### config.mk
export PLATFORM = sky130hd
export DESIGN_NAME = multicycle_control
export DESIGN_NICKNAME = d
export VERILOG_FILES = /design/src/rtl/multicycle_control.sv
export SDC_FILE = /design/constraint.sdc
export NUM_CORES = 1
export LEC_CHECK = 0
export ABC_CLOCK_PERIOD_IN_PS = 2500
export BUFFER_PORTS_ARGS = -buffer_cell sky130_fd_sc_hd__buf_2
export CAP_MARGIN = 20
export CORE_UTILIZATION = 40
export CTS_BUF_LIST = sky130_fd_sc_hd__clkbuf_4 sky130_fd_sc_hd__clkbuf_8 sky130_fd_sc_hd__clkbuf_16
export CTS_CLUSTER_SIZE = 14
export DETAILED_ROUTE_END_ITERATION = 8
export GPL_TIMING_DRIVEN = 0
export HOLD_SLACK_MARGIN = 0.12
export PLACE_DENSITY = 0.81
export SLEW_MARGIN = 40
export SYNTH_ARGS = -nofsm -noshare
export SYNTH_HDL_FRONTEND = slang
export SYNTH_SLANG_ARGS = --single-unit
### constraint.sdc
create_clock -name clk -period 2.5 [get_ports clk]
set_clock_uncertainty 0.05 [all_clocks]
set_input_delay 0.5 -clock clk [delete_from_list [all_inputs] [get_ports clk]]
set_output_delay 0.5 -clock clk [all_outputs]
set_load 0.005 [all_outputs]
### src/rtl/multicycle_control.sv
// multicycle_control
// Multi-cycle sequencer for a MIPS-subset datapath (add/sub/and/or/nor/xor,
// addi, lw, sw). One instruction is stepped through FETCH/DECODE/EXEC/MEM/WB
// states and the datapath strobes are decoded from the current state. A shared
// variable-latency memory is handshaked through mem_ready; a request that sees
// no ready for WAIT_LIMIT consecutive cycles parks the sequencer in HALT with
// a sticky bus_error.
//
// Ports
//   clk, reset        rising-edge clock, synchronous active-high reset
//   run               allows a new fetch (looked at only in FETCH)
//   instruction       IR contents, valid from the cycle after ir_write
//   mem_ready         memory completes the current read/write this cycle
//   pc_write..alu_func  datapath strobes (Moore, pc_write/ir_write gated by mem_ready)
//   state             current state encoding
//   instr_done        one-cycle pulse when an instruction retires
//   illegal           one-cycle pulse on an unsupported opcode/funct
//   bus_error         sticky memory-timeout flag, cleared only by reset
//   retired           retired-instruction counter, wraps to 0

module multicycle_control #(
  parameter int WAIT_LIMIT = 16,
  parameter int CNT_W      = 16
) (
  input  logic             clk,
  input  logic             reset,
  input  logic             run,
  input  logic [31:0]      instruction,
  input  logic             mem_ready,
  output logic             pc_write,
  output logic             ir_write,
  output logic             i_or_d,
  output logic             mem_read,
  output logic             mem_write,
  output logic             reg_write,
  output logic             mem_to_reg,
  output logic             reg_dst,
  output logic             alu_src_a,
  output logic [1:0]       alu_src_b,
  output logic [5:0]       alu_func,
  output logic [3:0]       state,
  output logic             instr_done,
  output logic             illegal,
  output logic             bus_error,
  output logic [CNT_W-1:0] retired
);

  typedef enum logic [3:0] {
    S_FETCH  = 4'd0,
    S_DECODE = 4'd1,
    S_EXEC_R = 4'd2,
    S_EXEC_I = 4'd3,
    S_ADDR   = 4'd4,
    S_MEM_RD = 4'd5,
    S_MEM_WR = 4'd6,
    S_WB_R   = 4'd7,
    S_WB_I   = 4'd8,
    S_WB_MEM = 4'd9,
    S_HALT   = 4'd10
  } state_t;

  localparam logic [5:0] OP_RTYPE = 6'b000000;
  localparam logic [5:0] OP_ADDI  = 6'b001000;
  localparam logic [5:0] OP_LW    = 6'b100011;
  localparam logic [5:0] OP_SW    = 6'b101011;

  localparam logic [5:0] FN_ADD = 6'b100000;
  localparam logic [5:0] FN_SUB = 6'b100010;
  localparam logic [5:0] FN_AND = 6'b100100;
  localparam logic [5:0] FN_OR  = 6'b100101;
  localparam logic [5:0] FN_XOR = 6'b100110;
  localparam logic [5:0] FN_NOR = 6'b100111;

  localparam logic [1:0] SRC_B_RT   = 2'b00;
  localparam logic [1:0] SRC_B_FOUR = 2'b01;
  localparam logic [1:0] SRC_B_IMM  = 2'b10;

  // The wait counter only ever reaches WAIT_LIMIT-1, one extra bit keeps
  // small limits (e.g. 1) well-formed.
  localparam int WC_W = $clog2(WAIT_LIMIT) + 1;
  localparam logic [WC_W-1:0] WAIT_LAST = WC_W'(WAIT_LIMIT - 1);

  state_t          cur_state;
  state_t          nxt_state;
  logic [WC_W-1:0] wait_cnt;
  logic [WC_W-1:0] wait_cnt_nxt;
  logic            timeout_hit;
  logic            funct_ok;

  logic [5:0] opcode;
  logic [5:0] funct;

  assign opcode = instruction[31:26];
  assign funct  = instruction[5:0];
  assign state  = cur_state;

  // Register/immediate fields are consumed by the datapath, not here.
  logic unused_instr_bits;
  assign unused_instr_bits = ^instruction[25:6];

  always_comb begin
    funct_ok = 1'b0;
    case (funct)
      FN_ADD, FN_SUB, FN_AND, FN_OR, FN_XOR, FN_NOR: funct_ok = 1'b1;
      default:                                       funct_ok = 1'b0;
    endcase
  end

  // Next-state and strobe decode. Everything is forced low while reset is
  // asserted so a reset mid-instruction never leaks a partial write.
  always_comb begin
    nxt_state    = cur_state;
    wait_cnt_nxt = '0;
    timeout_hit  = 1'b0;
    pc_write     = 1'b0;
    ir_write     = 1'b0;
    i_or_d       = 1'b0;
    mem_read     = 1'b0;
    mem_write    = 1'b0;
    reg_write    = 1'b0;
    mem_to_reg   = 1'b0;
    reg_dst      = 1'b0;
    alu_src_a    = 1'b0;
    alu_src_b    = SRC_B_RT;
    alu_func     = 6'b000000;
    instr_done   = 1'b0;
    illegal      = 1'b0;

    if (!reset) begin
      case (cur_state)
        S_FETCH: begin
          if (run) begin
            mem_read  = 1'b1;
            alu_src_b = SRC_B_FOUR;
            alu_func  = FN_ADD;
            // A ready on the last permitted cycle still completes the fetch.
            if (mem_ready) begin
              ir_write  = 1'b1;
              pc_write  = 1'b1;
              nxt_state = S_DECODE;
            end else if (wait_cnt == WAIT_LAST) begin
              timeout_hit = 1'b1;
              nxt_state   = S_HALT;
            end else begin
              wait_cnt_nxt = wait_cnt + 1'b1;
            end
          end
        end

        S_DECODE: begin
          if (opcode == OP_RTYPE && funct_ok) begin
            nxt_state = S_EXEC_R;
          end else if (opcode == OP_ADDI) begin
            nxt_state = S_EXEC_I;
          end else if (opcode == OP_LW || opcode == OP_SW) begin
            nxt_state = S_ADDR;
          end else begin
            illegal   = 1'b1;
            nxt_state = S_FETCH;
          end
        end

        S_EXEC_R: begin
          alu_src_a = 1'b1;
          alu_src_b = SRC_B_RT;
          alu_func  = funct;
          nxt_state = S_WB_R;
        end

        S_EXEC_I: begin
          alu_src_a = 1'b1;
          alu_src_b = SRC_B_IMM;
          alu_func  = FN_ADD;
          nxt_state = S_WB_I;
        end

        S_ADDR: begin
          alu_src_a = 1'b1;
          alu_src_b = SRC_B_IMM;
          alu_func  = FN_ADD;
          nxt_state = (opcode == OP_LW) ? S_MEM_RD : S_MEM_WR;
        end

        S_MEM_RD: begin
          mem_read = 1'b1;
          i_or_d   = 1'b1;
          if (mem_ready) begin
            nxt_state = S_WB_MEM;
          end else if (wait_cnt == WAIT_LAST) begin
            timeout_hit = 1'b1;
            nxt_state   = S_HALT;
          end else begin
            wait_cnt_nxt = wait_cnt + 1'b1;
          end
        end

        S_MEM_WR: begin
          mem_write = 1'b1;
          i_or_d    = 1'b1;
          if (mem_ready) begin
            instr_done = 1'b1;
            nxt_state  = S_FETCH;
          end else if (wait_cnt == WAIT_LAST) begin
            timeout_hit = 1'b1;
            nxt_state   = S_HALT;
          end else begin
            wait_cnt_nxt = wait_cnt + 1'b1;
          end
        end

        S_WB_R: begin
          reg_write  = 1'b1;
          reg_dst    = 1'b1;
          instr_done = 1'b1;
          nxt_state  = S_FETCH;
        end

        S_WB_I: begin
          reg_write  = 1'b1;
          instr_done = 1'b1;
          nxt_state  = S_FETCH;
        end

        S_WB_MEM: begin
          reg_write  = 1'b1;
          mem_to_reg = 1'b1;
          instr_done = 1'b1;
          nxt_state  = S_FETCH;
        end

        S_HALT: begin
          nxt_state = S_HALT;
        end

        default: begin
          nxt_state = S_FETCH;
        end
      endcase
    end
  end

  // State, wait counter, sticky bus error and retire counter. The retire
  // counter is free-running modulo 2^CNT_W.
  always_ff @(posedge clk) begin
    if (reset) begin
      cur_state <= S_FETCH;
      wait_cnt  <= '0;
      bus_error <= 1'b0;
      retired   <= '0;
    end else begin
      cur_state <= nxt_state;
      wait_cnt  <= wait_cnt_nxt;
      if (timeout_hit) begin
        bus_error <= 1'b1;
      end
      if (instr_done) begin
        retired <= retired + 1'b1;
      end
    end
  end

endmodule
==> flow_metrics.py <==
metrics = {
    "synthesis": {
        "async_flop_share_pct": 0,
        "syn_nets": 254,
        "ys_ff_latch": 26,
        "avgSynthCellArea_um2": 7.62,
        "yosys_warnings": 0,
        "synthCells": 216,
        "netlist_area_um2": 1650,
        "ys.flop_type": "dfxtp_1",
        "yosysUniqueCellTypes": 50,
        "synth_enable_flop_cells": 0,
        "yosysSeqAreaShare_pct": 31.6,
    },
    "worst_setup_path": {
        "cp_cell_sequence": "buf_6, clkbuf_1, nor2_1, and3_1, and2_1, buf_4, buf_2",
        "path_class": "reg -> out",
        "arrival_ns": 1.82,
        "max_stage_delay_ns": 0.37,
        "path_depth": 7,
        "startpoint": "state[1]",
        "critPathSlowestCell": "dfxtp_1",
        "cp-end-kind": "primary output",
        "reg2reg_depth": 6,
        "rrSetupSlack_ns": 0.33,
        "startpoint_type": "flop",
        "critPathMaxFanout": 10,
        "crit_buf_inv": 4,
        "cp.required_ns": 1.95,
        "r2r_end": "retired[14]",
        "path_delay_family": "buffers and inverters",
        "rr_startpoint": "state[1]",
        "worstSetupEndpoint": "pc_write",
    },
    "clock_network": {
        "cts.path.max_buffers": 2,
        "cts_buffers": 3,
        "post_cts_buffers": 0,
        "clk_pin_slew_ns": 0.09,
        "cts_root_buf": "clkbuf_8",
        "clkSinkCount": 26,
        "cts_max_level": 1,
        "worstSkewPairLatency_ns": 0.28,
        "cts_tree": "yes",
        "cts_hold_buf": 0,
    },
    "floorplan": {
        "start_util_pct": 43.3,
        "row_count": 22,
        "die_y_um": 66.1,
        "dieArea_um2": 4370,
        "core-area_um2": 3800,
        "io_pins": 76,
        "die_w_um": 66.1,
    },
    "final_layout": {
        "postLayoutCoreUtil_pct": 53.6,
        "antenna_cells": 0,
        "syn_to_final_growth_pct": 23.8,
        "nets": 312,
        "drive_above_1_share_pct": 26.7,
    },
    "flow_run": {
        "max-cap-violations": 0,
    },
    "sta": {
        "hold_viol": 0,
        "fmax_mhz": 421,
        "finalWorstSetupSlack_ns": 0.127,
        "slew_violations": 0,
        "min_period_over_period_pct": 94.9,
        "finalSetupViolCount": 0,
        "slew_headroom_pct": 65.5,
        "holdWs_ns": 0.414,
        "fin_tns_setup_ns": 0,
        "rsz0062_at_grt": "no",
        "fin_crit_ns": 2.37,
        "tightest_slew_ns": 0.510,
    },
    "power_and_ir_drop": {
        "p_leak_nw": 0.858,
        "ir_worst_vdd_mv": 0.273,
        "power_density_nw_per_um2": 470,
    },
    "grt": {
        "antenna_found_initial": 0,
        "grt_max_degree": 15,
        "gr-total-overflow": 0,
        "grt_pass1_vias": 1643,
        "grtUsageTotal_pct": 20.5,
        "grt_pass1_wl_um": 7070,
    },
    "route": {
        "drt_first_iter_violations": 110,
        "via_per_inst": 5.79,
        "drc": 0,
        "wirelength_um": 4270,
        "wl_per_cell_um": 13.3,
        "drtAntennaViolNets": 0,
        "drt-pass1-iter-count": 4,
        "vias": 1859,
    },
    "placed_design": {
        "portBuffers": 55,
        "hpwl_um": 3150,
        "place_congestion": 0.893,
        "place_ws_ns": 0.0388,
    },
    "min_path": {
        "hold_path.class": "reg -> reg",
    },
    "outcome": {
        "status": "finished, final reports clean",
    },
}
==> registers in the layout (all words and copies together) (netlist names) <==
signal     cells
bus_error      1
retired       16
state          4
wait_cnt       5
==> Yosys cell counts, types with 3 or more instances <==
library cell,instances,area [um^2]
o311ai_0,4,35.0
and2_1,6,37.5
o21ai_0,10,50.1
or3_1,6,37.5
or2_2,3,18.8
nand2b_1,6,37.5
dfxtp_1,26,521
nor2_1,23,86.3
nand2_1,13,48.8
nor3_1,9,45.0
clkbuf_1,10,37.5
nand3_1,10,50.1
o41ai_1,3,26.3
nand4_1,5,31.3
and3_1,3,18.8
or4_1,6,45.0
o31ai_1,5,37.5
inv_1,9,33.8
a21oi_1,16,80.1
a31oi_1,4,25.0
==> worst min-delay path by stage <==
stage	end	cells past startpoint	start
after floorplan	wait_cnt[4]	2	wait_cnt[4]
final	wait_cnt[4]	2	wait_cnt[4]
after CTS	wait_cnt[4]	2	wait_cnt[4]
after global placement	wait_cnt[4]	2	wait_cnt[4]
after global routing	wait_cnt[4]	2	wait_cnt[4]
after detailed placement	wait_cnt[4]	2	wait_cnt[4]
==> per-layer routing <==
metal	global-route usage [%]	routed length, um
met2	35.8	1920
met5	0	0
met4	9.04	85
met3	1.55	237
met1	25.6	2020
==> power breakdown <==
part / switching [mW] / internal (mW)
sequential: 0.00960 / 0.424
clock: 0.136 / 0.141
combinational: 0.146 / 0.100
==> cells in the final DEF (no fill, tap or decap), drive strengths merged, types with 9 or more instances in the layout <==
cell type,Yosys,final
clkbuf,10,13
o21ai,11,11
dfxtp,26,26
buf,5,59
nor3,9,9
nor2,23,23
nand3,10,10
a21oi,16,16
inv,9,9
nand2,13,13
==> area by class of cell <==
| class | count | area (um^2) |
|---|---|---|
| Fill cell | 394 | 1760 |
| Multi-Input combinational cell | 166 | 1020 |
| Sequential cell | 26 | 520 |
| Timing Repair Buffer | 55 | 275 |
| Buffer | 13 | 72.6 |
| Tap cell | 48 | 60.1 |
| Clock buffer | 4 | 55.1 |
| Inverter | 9 | 33.8 |
==> cells by family (layout without fill, tap and decap cells) <==
family	after synthesis	after routing	share of synthesized area (%)
AO/OA/AOI/OAI	57	57	23.0
XOR/XNOR	3	3	1.60
adder cells (fa/ha/maj)	2	2	1.52
buffers and inverters	24	81	6.69
flip-flops	26	26	31.6
multiplexers	3	3	1.90
AND/OR/NAND/NOR	101	101	33.6
==> worst reg2reg max path, stage by stage, from the launching register on <==
cell	delay [ns]
dfxtp_1	0.34
buf_6	0.14
or4b_1	0.52
o41a_1	0.15
buf_6	0.18
nor4b_1	0.33
mux2_2	0.37
==> per-stage QoR <==
stage / power, mW / cell area (um^2) / instances
final: 0.958 / 2040 / 321
after global routing: 1.00 / 2040 / 321
after CTS: 0.954 / 2040 / 323
after detailed placement: 0.682 / 1980 / 319
after global placement: 0.679 / 1980 / 319
after floorplan: 0.603 / 1650 / 216
==> repair_timing <==
item                                    4_1_cts  5_1_grt
endpoints found under the hold margin         0        0
endpoints found under the setup margin        1       10
pin swaps                                     0        0
gates resized for setup                       1        7
gates cloned                                  0        0
(Power assumes the default switching activity.)
